**config.mk**
```make
export PLATFORM = sky130hd
export DESIGN_NAME = nv_ram_rwsthp_20x16_fifo_ctrl
export DESIGN_NICKNAME = d
export VERILOG_FILES = /design/src/rtl/nv_ram_rwsthp_20x16_fifo_ctrl.sv
export SDC_FILE = /design/constraint.sdc
export NUM_CORES = 1
export LEC_CHECK = 0
export BUFFER_PORTS_ARGS = -buffer_cell sky130_fd_sc_hd__clkbuf_2
export CAP_MARGIN = 20
export CORE_ASPECT_RATIO = 0.6
export CORE_UTILIZATION = 38
export DETAILED_ROUTE_END_ITERATION = 8
export PLACE_DENSITY = 0.81
export SYNTH_ARGS = -nofsm -noshare
export SYNTH_HDL_FRONTEND = slang
export SYNTH_SLANG_ARGS = --single-unit
```
**constraint.sdc**
```tcl
create_clock -name clk -period 3.18 [get_ports clk]
set_clock_uncertainty 0.1 [all_clocks]
set_input_delay 0.477 -clock clk [delete_from_list [all_inputs] [get_ports clk]]
set_output_delay 0.477 -clock clk [all_outputs]
set_load 0.01 [all_outputs]
```
**src/rtl/nv_ram_rwsthp_20x16_fifo_ctrl.sv**
```systemverilog
// nv_ram_rwsthp_20x16_fifo_ctrl
// Runs an external 20x16 registered-output two-port RAM as a valid/ready FIFO.
// Owns the write/read pointers, the occupancy count and the two-stage read
// pipeline: stage 1 is the RAM address register (re), stage 2 is the RAM
// output register (ore). A slot is only freed on pop, so a stalled stage
// keeps its address/data stable simply by holding re/ore low.
module nv_ram_rwsthp_20x16_fifo_ctrl (
    input  logic        clk,
    input  logic        rst,
    // producer side
    input  logic        wr_vld,
    output logic        wr_rdy,
    input  logic [15:0] wr_pd,
    // consumer side
    output logic        rd_vld,
    input  logic        rd_rdy,
    output logic [15:0] rd_pd,
    // status
    output logic [4:0]  fifo_cnt,
    // power bus pass-through
    input  logic [31:0] pwrbus_ram_pd,
    // RAM write port
    output logic [4:0]  ram_wa,
    output logic        ram_we,
    output logic [15:0] ram_di,
    // RAM read port
    output logic [4:0]  ram_ra,
    output logic        ram_re,
    output logic        ram_ore,
    // RAM bypass (unused)
    output logic        ram_byp_sel,
    output logic [15:0] ram_dbyp,
    // RAM data out and power bus
    input  logic [15:0] ram_dout,
    output logic [31:0] ram_pwrbus_ram_pd
);

    // Geometry is fixed by the RAM macro.
    localparam int DEPTH = 20;
    localparam int WIDTH = 16;
    localparam int AW    = 5;
    localparam int CW    = 5;

    localparam logic [AW-1:0] LAST_PTR = AW'(DEPTH - 1);
    localparam logic [CW-1:0] FULL_CNT = CW'(DEPTH);

    // State
    logic [AW-1:0] wr_ptr;
    logic [AW-1:0] rd_ptr;
    logic [CW-1:0] cnt;
    logic [CW-1:0] unread;
    logic          s1_vld;
    logic          s2_vld;

    // Per-cycle events
    logic push;
    logic pop;
    logic adv;
    logic issue;
    logic load;

    // Pointer increment with wrap at the last RAM entry.
    function automatic logic [AW-1:0] ptr_inc(input logic [AW-1:0] p);
        return (p == LAST_PTR) ? '0 : p + AW'(1);
    endfunction

    // Handshake and pipeline control; wr_rdy comes only from registers so
    // there is no combinational path from rd_rdy back to the producer.
    always_comb begin
        wr_rdy = (cnt != FULL_CNT);
        push   = wr_vld && wr_rdy;
        pop    = s2_vld && rd_rdy;
        adv    = !s2_vld || rd_rdy;
        issue  = (unread != '0) && (!s1_vld || adv);
        load   = s1_vld && adv;
    end

    // RAM port drives and status outputs.
    always_comb begin
        ram_we            = push;
        ram_wa            = wr_ptr;
        ram_di            = wr_pd;
        ram_re            = issue;
        ram_ra            = rd_ptr;
        ram_ore           = load;
        ram_byp_sel       = 1'b0;
        ram_dbyp          = '0;
        ram_pwrbus_ram_pd = pwrbus_ram_pd;
        rd_vld            = s2_vld;
        rd_pd             = ram_dout;
        fifo_cnt          = cnt;
    end

    // Write pointer advances on every accepted push.
    always_ff @(posedge clk) begin
        if (rst) begin
            wr_ptr <= '0;
        end else if (push) begin
            wr_ptr <= ptr_inc(wr_ptr);
        end
    end

    // Read pointer advances on every address issued to the RAM.
    always_ff @(posedge clk) begin
        if (rst) begin
            rd_ptr <= '0;
        end else if (issue) begin
            rd_ptr <= ptr_inc(rd_ptr);
        end
    end

    // Entries written but not yet issued; a push this cycle is only
    // issuable next cycle because unread is sampled before the increment.
    always_ff @(posedge clk) begin
        if (rst) begin
            unread <= '0;
        end else begin
            case ({push, issue})
                2'b10:   unread <= unread + CW'(1);
                2'b01:   unread <= unread - CW'(1);
                default: unread <= unread;
            endcase
        end
    end

    // Occupancy: everything pushed and not yet popped, including entries
    // sitting in the address or output register.
    always_ff @(posedge clk) begin
        if (rst) begin
            cnt <= '0;
        end else begin
            case ({push, pop})
                2'b10:   cnt <= cnt + CW'(1);
                2'b01:   cnt <= cnt - CW'(1);
                default: cnt <= cnt;
            endcase
        end
    end

    // Read pipeline valids: stage 1 tracks the RAM address register,
    // stage 2 tracks the RAM output register.
    always_ff @(posedge clk) begin
        if (rst) begin
            s1_vld <= 1'b0;
            s2_vld <= 1'b0;
        end else begin
            s1_vld <= issue || (s1_vld && !adv);
            s2_vld <= load  || (s2_vld && !rd_rdy);
        end
    end

    // WIDTH is carried for documentation of the fixed data path.
    logic unused_width;
    assign unused_width = (WIDTH == 16);

endmodule

```
### After elaboration in Yosys (flattened, before gate mapping)

Index checks and enable logic that the tools add are counted.

* register bits after elaboration: 22
* input bits: 68
* output and inout port bits: 101
* logic and storage cells: 40

* add/sub/neg operators: 6
* eq/ne operators: 7
* muxes and demuxes: 4
* reduce and logical (&&, ||, !) cells: 17

Operators by type and width (count)
* $add A5 B1 Y5 const B: 4
* $pmux W5 S2: 2
* $eq A5 B5 Y1 const B: 2
* $mux W5: 2
* $sub A5 B1 Y5 const B: 2
* $logic_and A1 B1 Y1: 6
* $ne A5 B5 Y1 const B: 1
* $reduce_bool A5 Y1: 1
* $eq A2 B1 Y1 const B: 2
* $eq A2 B2 Y1 const B: 2
* $logic_not A1 Y1: 4
* $logic_or A1 B1 Y1: 4
* $reduce_bool A2 Y1: 2

### Depth between registers and ports, before layout

* depth after elaboration: 6
* depth in mapped cells: 9

### Worst setup path before layout

No wires, ideal clock.

* path kind: reg-to-reg
* start point: register unread[0]
* end point: register unread[4]
* library setup time: 0.070 ns
* data arrival time: 2.591 ns
* path slack: 0.419 ns
* stages on the path, launching flop included: 10
* path through: dfxtp_1 -> or4_4 -> o21ai_4 -> inv_1 -> ha_1 -> fa_1 -> nand3_1 -> a21oi_1 -> or4_1 -> a21oi_1

* longest elaborated chain between the ends: 4

RTL lines
* start: declaration: RTL line 51 `logic [CW-1:0] unread;`
* start signal: assignment: RTL line 119 `2'b10: unread <= unread + CW'(1);`
* start signal: assignment: RTL line 120 `2'b01: unread <= unread - CW'(1);`
* start signal: assignment: RTL line 121 `default: unread <= unread;`
* $reduce_bool A5 Y1 (*): RTL line 74 `issue = (unread != '0) && (!s1_vld || adv);`
* $logic_and A1 B1 Y1 (*): RTL line 74
* net ram_re: RTL line 28 `output logic ram_re,`
* $eq A2 B1 Y1 or $eq A2 B2 Y1 (tied branches): RTL line 118 `case ({push, issue})`
* $pmux W5 S2 or $reduce_bool A2 Y1 (tied branches)

Mark *: on every way through the listed nets, which the timed path passes. The rest lies on a longest branch.
A chain may end at the register's enable or synchronous reset.

### Worst setup path after layout

* start point: register unread[0]
* end point: register unread[4]

* longest elaborated chain between the ends: 4

RTL lines
* branches (longest 4 deep; another with $sub A5 B1 Y5)

Several ways; the timed one is not identified.

==> run_results.csv <==
group,metric,value,unit
finish,stdcell_count,242,
power_and_ir_drop,intPower,0.687,mW
worst_setup_path,cp_max_fo,5,
timing,maxSlewHeadroom,0.626,
power_and_ir_drop,leakagePower,0.716,nW
routing,first_pass_iters,4,
global_route,gr-total-overflow,0,
outcome,status,"completed",
routing,wl,2730,um
clock_network,cts_buffer_depth,2,
timing,timing.fmax,342,MHz
worst_setup_path,cp-end-kind,"flop",
routing,vias,1149,
clock_network,cts_buffers,3,
timing,min_period_over_period,0.918,
worst_setup_path,slowest_stage,"or4_4",
yosys,synth_cell_types,39,
timing,worst_slew_pin_slew,562,ps
power_and_ir_drop,p_clk_frac,0.148,
finish,layout-drive-gt1-share,0.190,
min_path,min_path_type,"flop to flop",
place,gp_congestion,0.782,
worst_setup_path,start_kind,"flop",
power_and_ir_drop,switching_power,0.469,mW
run,maxCapViolCount,0,
finish,finalNetCount,261,
finish,final_cell_mix,"nor2_1, clkbuf_2, dfxtp_1",
die,initial_core_util,0.405,
finish,areaGrowthSynthToFinish,-18.4,%
power_and_ir_drop,pwr-share-seq,0.356,
routing,first_iter_violations,17,
routing,vias_per_cell,4.75,
timing,finalWorstSetupSlack,260,ps
place,numPortBuffers,23,
worst_setup_path,criticalPathCategory,"flop to flop",
power_and_ir_drop,p_comb_frac,0.496,
power_and_ir_drop,ir_drop,0.000354,V
clock_network,cts.sinks,22,
worst_setup_path,required,3270,ps
worst_setup_path,worstPathArrival,3010,ps
finish,layout_commonest_cell,"nor2_1",
clock_network,cts_hold_buf,0,
clock_network,cts_resized,0,
worst_setup_path,path_buf_inv,1,
global_route,grt_pass1_wl,4620,um
timing,rsz0062_at_grt,"false",
global_route,antenna_found_initial,0,
die,die_w,93.2,um
clock_network,clock-root-buffer,"clkbuf_8",
global_route,grtUsageTotal,0.110,
timing,final-setup-viol-count,0,
die,core-area,4680,sq um
timing,setup_tns,0,ps
clock_network,cts.htree.levels,1,
yosys,synth.avg_cell_area,8.51,sq um
power_and_ir_drop,p_per_area,747,nW/um^2
place,placed_cells_incl_taps,239,
routing,drt.antenna.violating_nets,0,
worst_setup_path,path_delay_family,"simple AND/OR/NAND/NOR gates",
worst_setup_path,reg2reg_setup_slack,260,ps
timing,maxSlewViolCount,0,
yosys,ys_warn_count,0,
place,pre_cts_slack,272,ps
global_route,grt_start_max_net_pins,28,
yosys,ys_seq_area_frac,0.232,
yosys,synth_cells,223,
die,io_pins,169,
power_and_ir_drop,p_sw_frac,0.406,
clock_network,clk_latency,260,ps
worst_setup_path,cp_common_cell,"a21oi_1",
clock_network,clk_pin_slew,80,ps
die,row_count,19,
worst_setup_path,worstPathCellList,"or4_4 -> o21ai_4 -> inv_1 -> ha_1 -> ha_1 -> a21oi_1 -> a21oi_1 -> or4_1 -> a21oi_1",
place,dp_hpwl,2080,um
clock_network,cts_tree,"done",
routing,remaining_drc_errors,0,
routing,detail_route.wl_per_cell,11.3,um
yosys,syn_area,1900,sq um
timing,layout_min_cycle_time,2920,ps
worst_setup_path,max_stage_delay,590,ps
finish,n_antenna_cell,0,
yosys,yosys_register_bits,22,
die,die_h,56.7,um
die,die-area,5290,sq um
global_route,grt_pass1_vias,1016,
clock_network,postCtsSetupBuffers,0,
timing,hold_viol,0,
## through the flow
| stage | area, sq um | util | hold WS, ps | power [mW] |
|---|---|---|---|---|
| 3_3_place_gp | 1510 | 0.322 | 370 | 0.974 |
| 4_1_cts | 1550 | 0.330 | 400 | 1.17 |
| 5_1_grt | 1550 | 0.330 | 430 | 1.27 |
| 2_1_floorplan | 1960 | - | 355 | 0.955 |
| 3_5_place_dp | 1510 | 0.322 | 387 | 0.983 |
| 6_report | 1550 | 0.330 | 393 | 1.16 |
## cells in the mapped netlist, drive strengths merged
master,instances,area (sq um)
dfxtp,22,440
and2,1,6.26
nor2,24,90.1
buf,82,619
o31ai,2,15.0
a21o,2,16.3
fa,2,40.0
a211oi,1,7.51
or3,3,18.8
ha,10,125
nor4bb,3,30.0
clkbuf,4,25.0
and4bb,1,12.5
nor4b,1,15.0
or4,3,26.3
a31oi,1,6.26
nand3b,3,22.5
nor4,2,12.5
mux2i,8,80.1
o41ai,1,8.76
inv,5,18.8
nand3,3,15.0
xnor2,3,26.3
o21ai,2,21.3
nor2b,3,18.8
conb,1,3.75
o211ai,2,20.0
xor2,4,35.0
nand2,8,32.5
a21oi,13,68.8
and3,3,18.8
## final timing paths
path | depth (start not counted) | startpoint | endpoint
max | 9 | unread[0] | unread[4]
min | 1 | ram_ra[4] | ram_ra[4]
max reg2reg | 9 | unread[0] | unread[4]
min reg2reg | 1 | ram_ra[4] | ram_ra[4]
## worst register-to-register path, stage by stage (launching register included)
cell	delay [ps]
dfxtp_1	360
or4_4	590
o21ai_4	180
inv_1	90
ha_1	260
ha_1	360
a21oi_1	200
a21oi_1	110
or4_1	460
a21oi_1	140
## area by class of cell
class	count	area, sq um
inverter	5	18.8
tap	63	78.8
multi-input combinational	126	853
timing repair buffer	23	115
clock buffer	3	41.3
fill	488	3140
sequential	22	440
## per-layer routing
| metal | track usage | up-vias | wire length (um) |
|---|---|---|---|
| met4 | 0.0154 | 0 | 4 |
| li1 | - | 561 | - |
| met1 | 0.145 | 536 | 1350 |
| met5 | 0 | - | 0 |
| met2 | 0.152 | 50 | 1110 |
| met3 | 0.0718 | 2 | 259 |
## sequential cells by signal (all words and copies together) (netlist names)
name      cells
unread        5
ram_wa        5
fifo_cnt      5
rd_vld        1
s1_vld        1
ram_ra        5
## power groups by stage
stage / registers [mW] / clock network [mW] / logic (mW)
4_1_cts: 0.411 / 0.184 / 0.575
2_1_floorplan: 0.416 / 0 / 0.538
6_report: 0.411 / 0.171 / 0.573
3_3_place_gp: 0.416 / 0 / 0.558
3_5_place_dp: 0.417 / 0 / 0.566
5_1_grt: 0.424 / 0.195 / 0.651
## cell families after synthesis
group,synth area share
other cells,0.00198
flops,0.232
compound gates,0.0864
fa+ha+maj,0.0871
xor+xnor,0.0323
simple gates,0.168
mux,0.0422
buf+inv,0.350
Note: power is estimated with default switching activity, not from simulation.
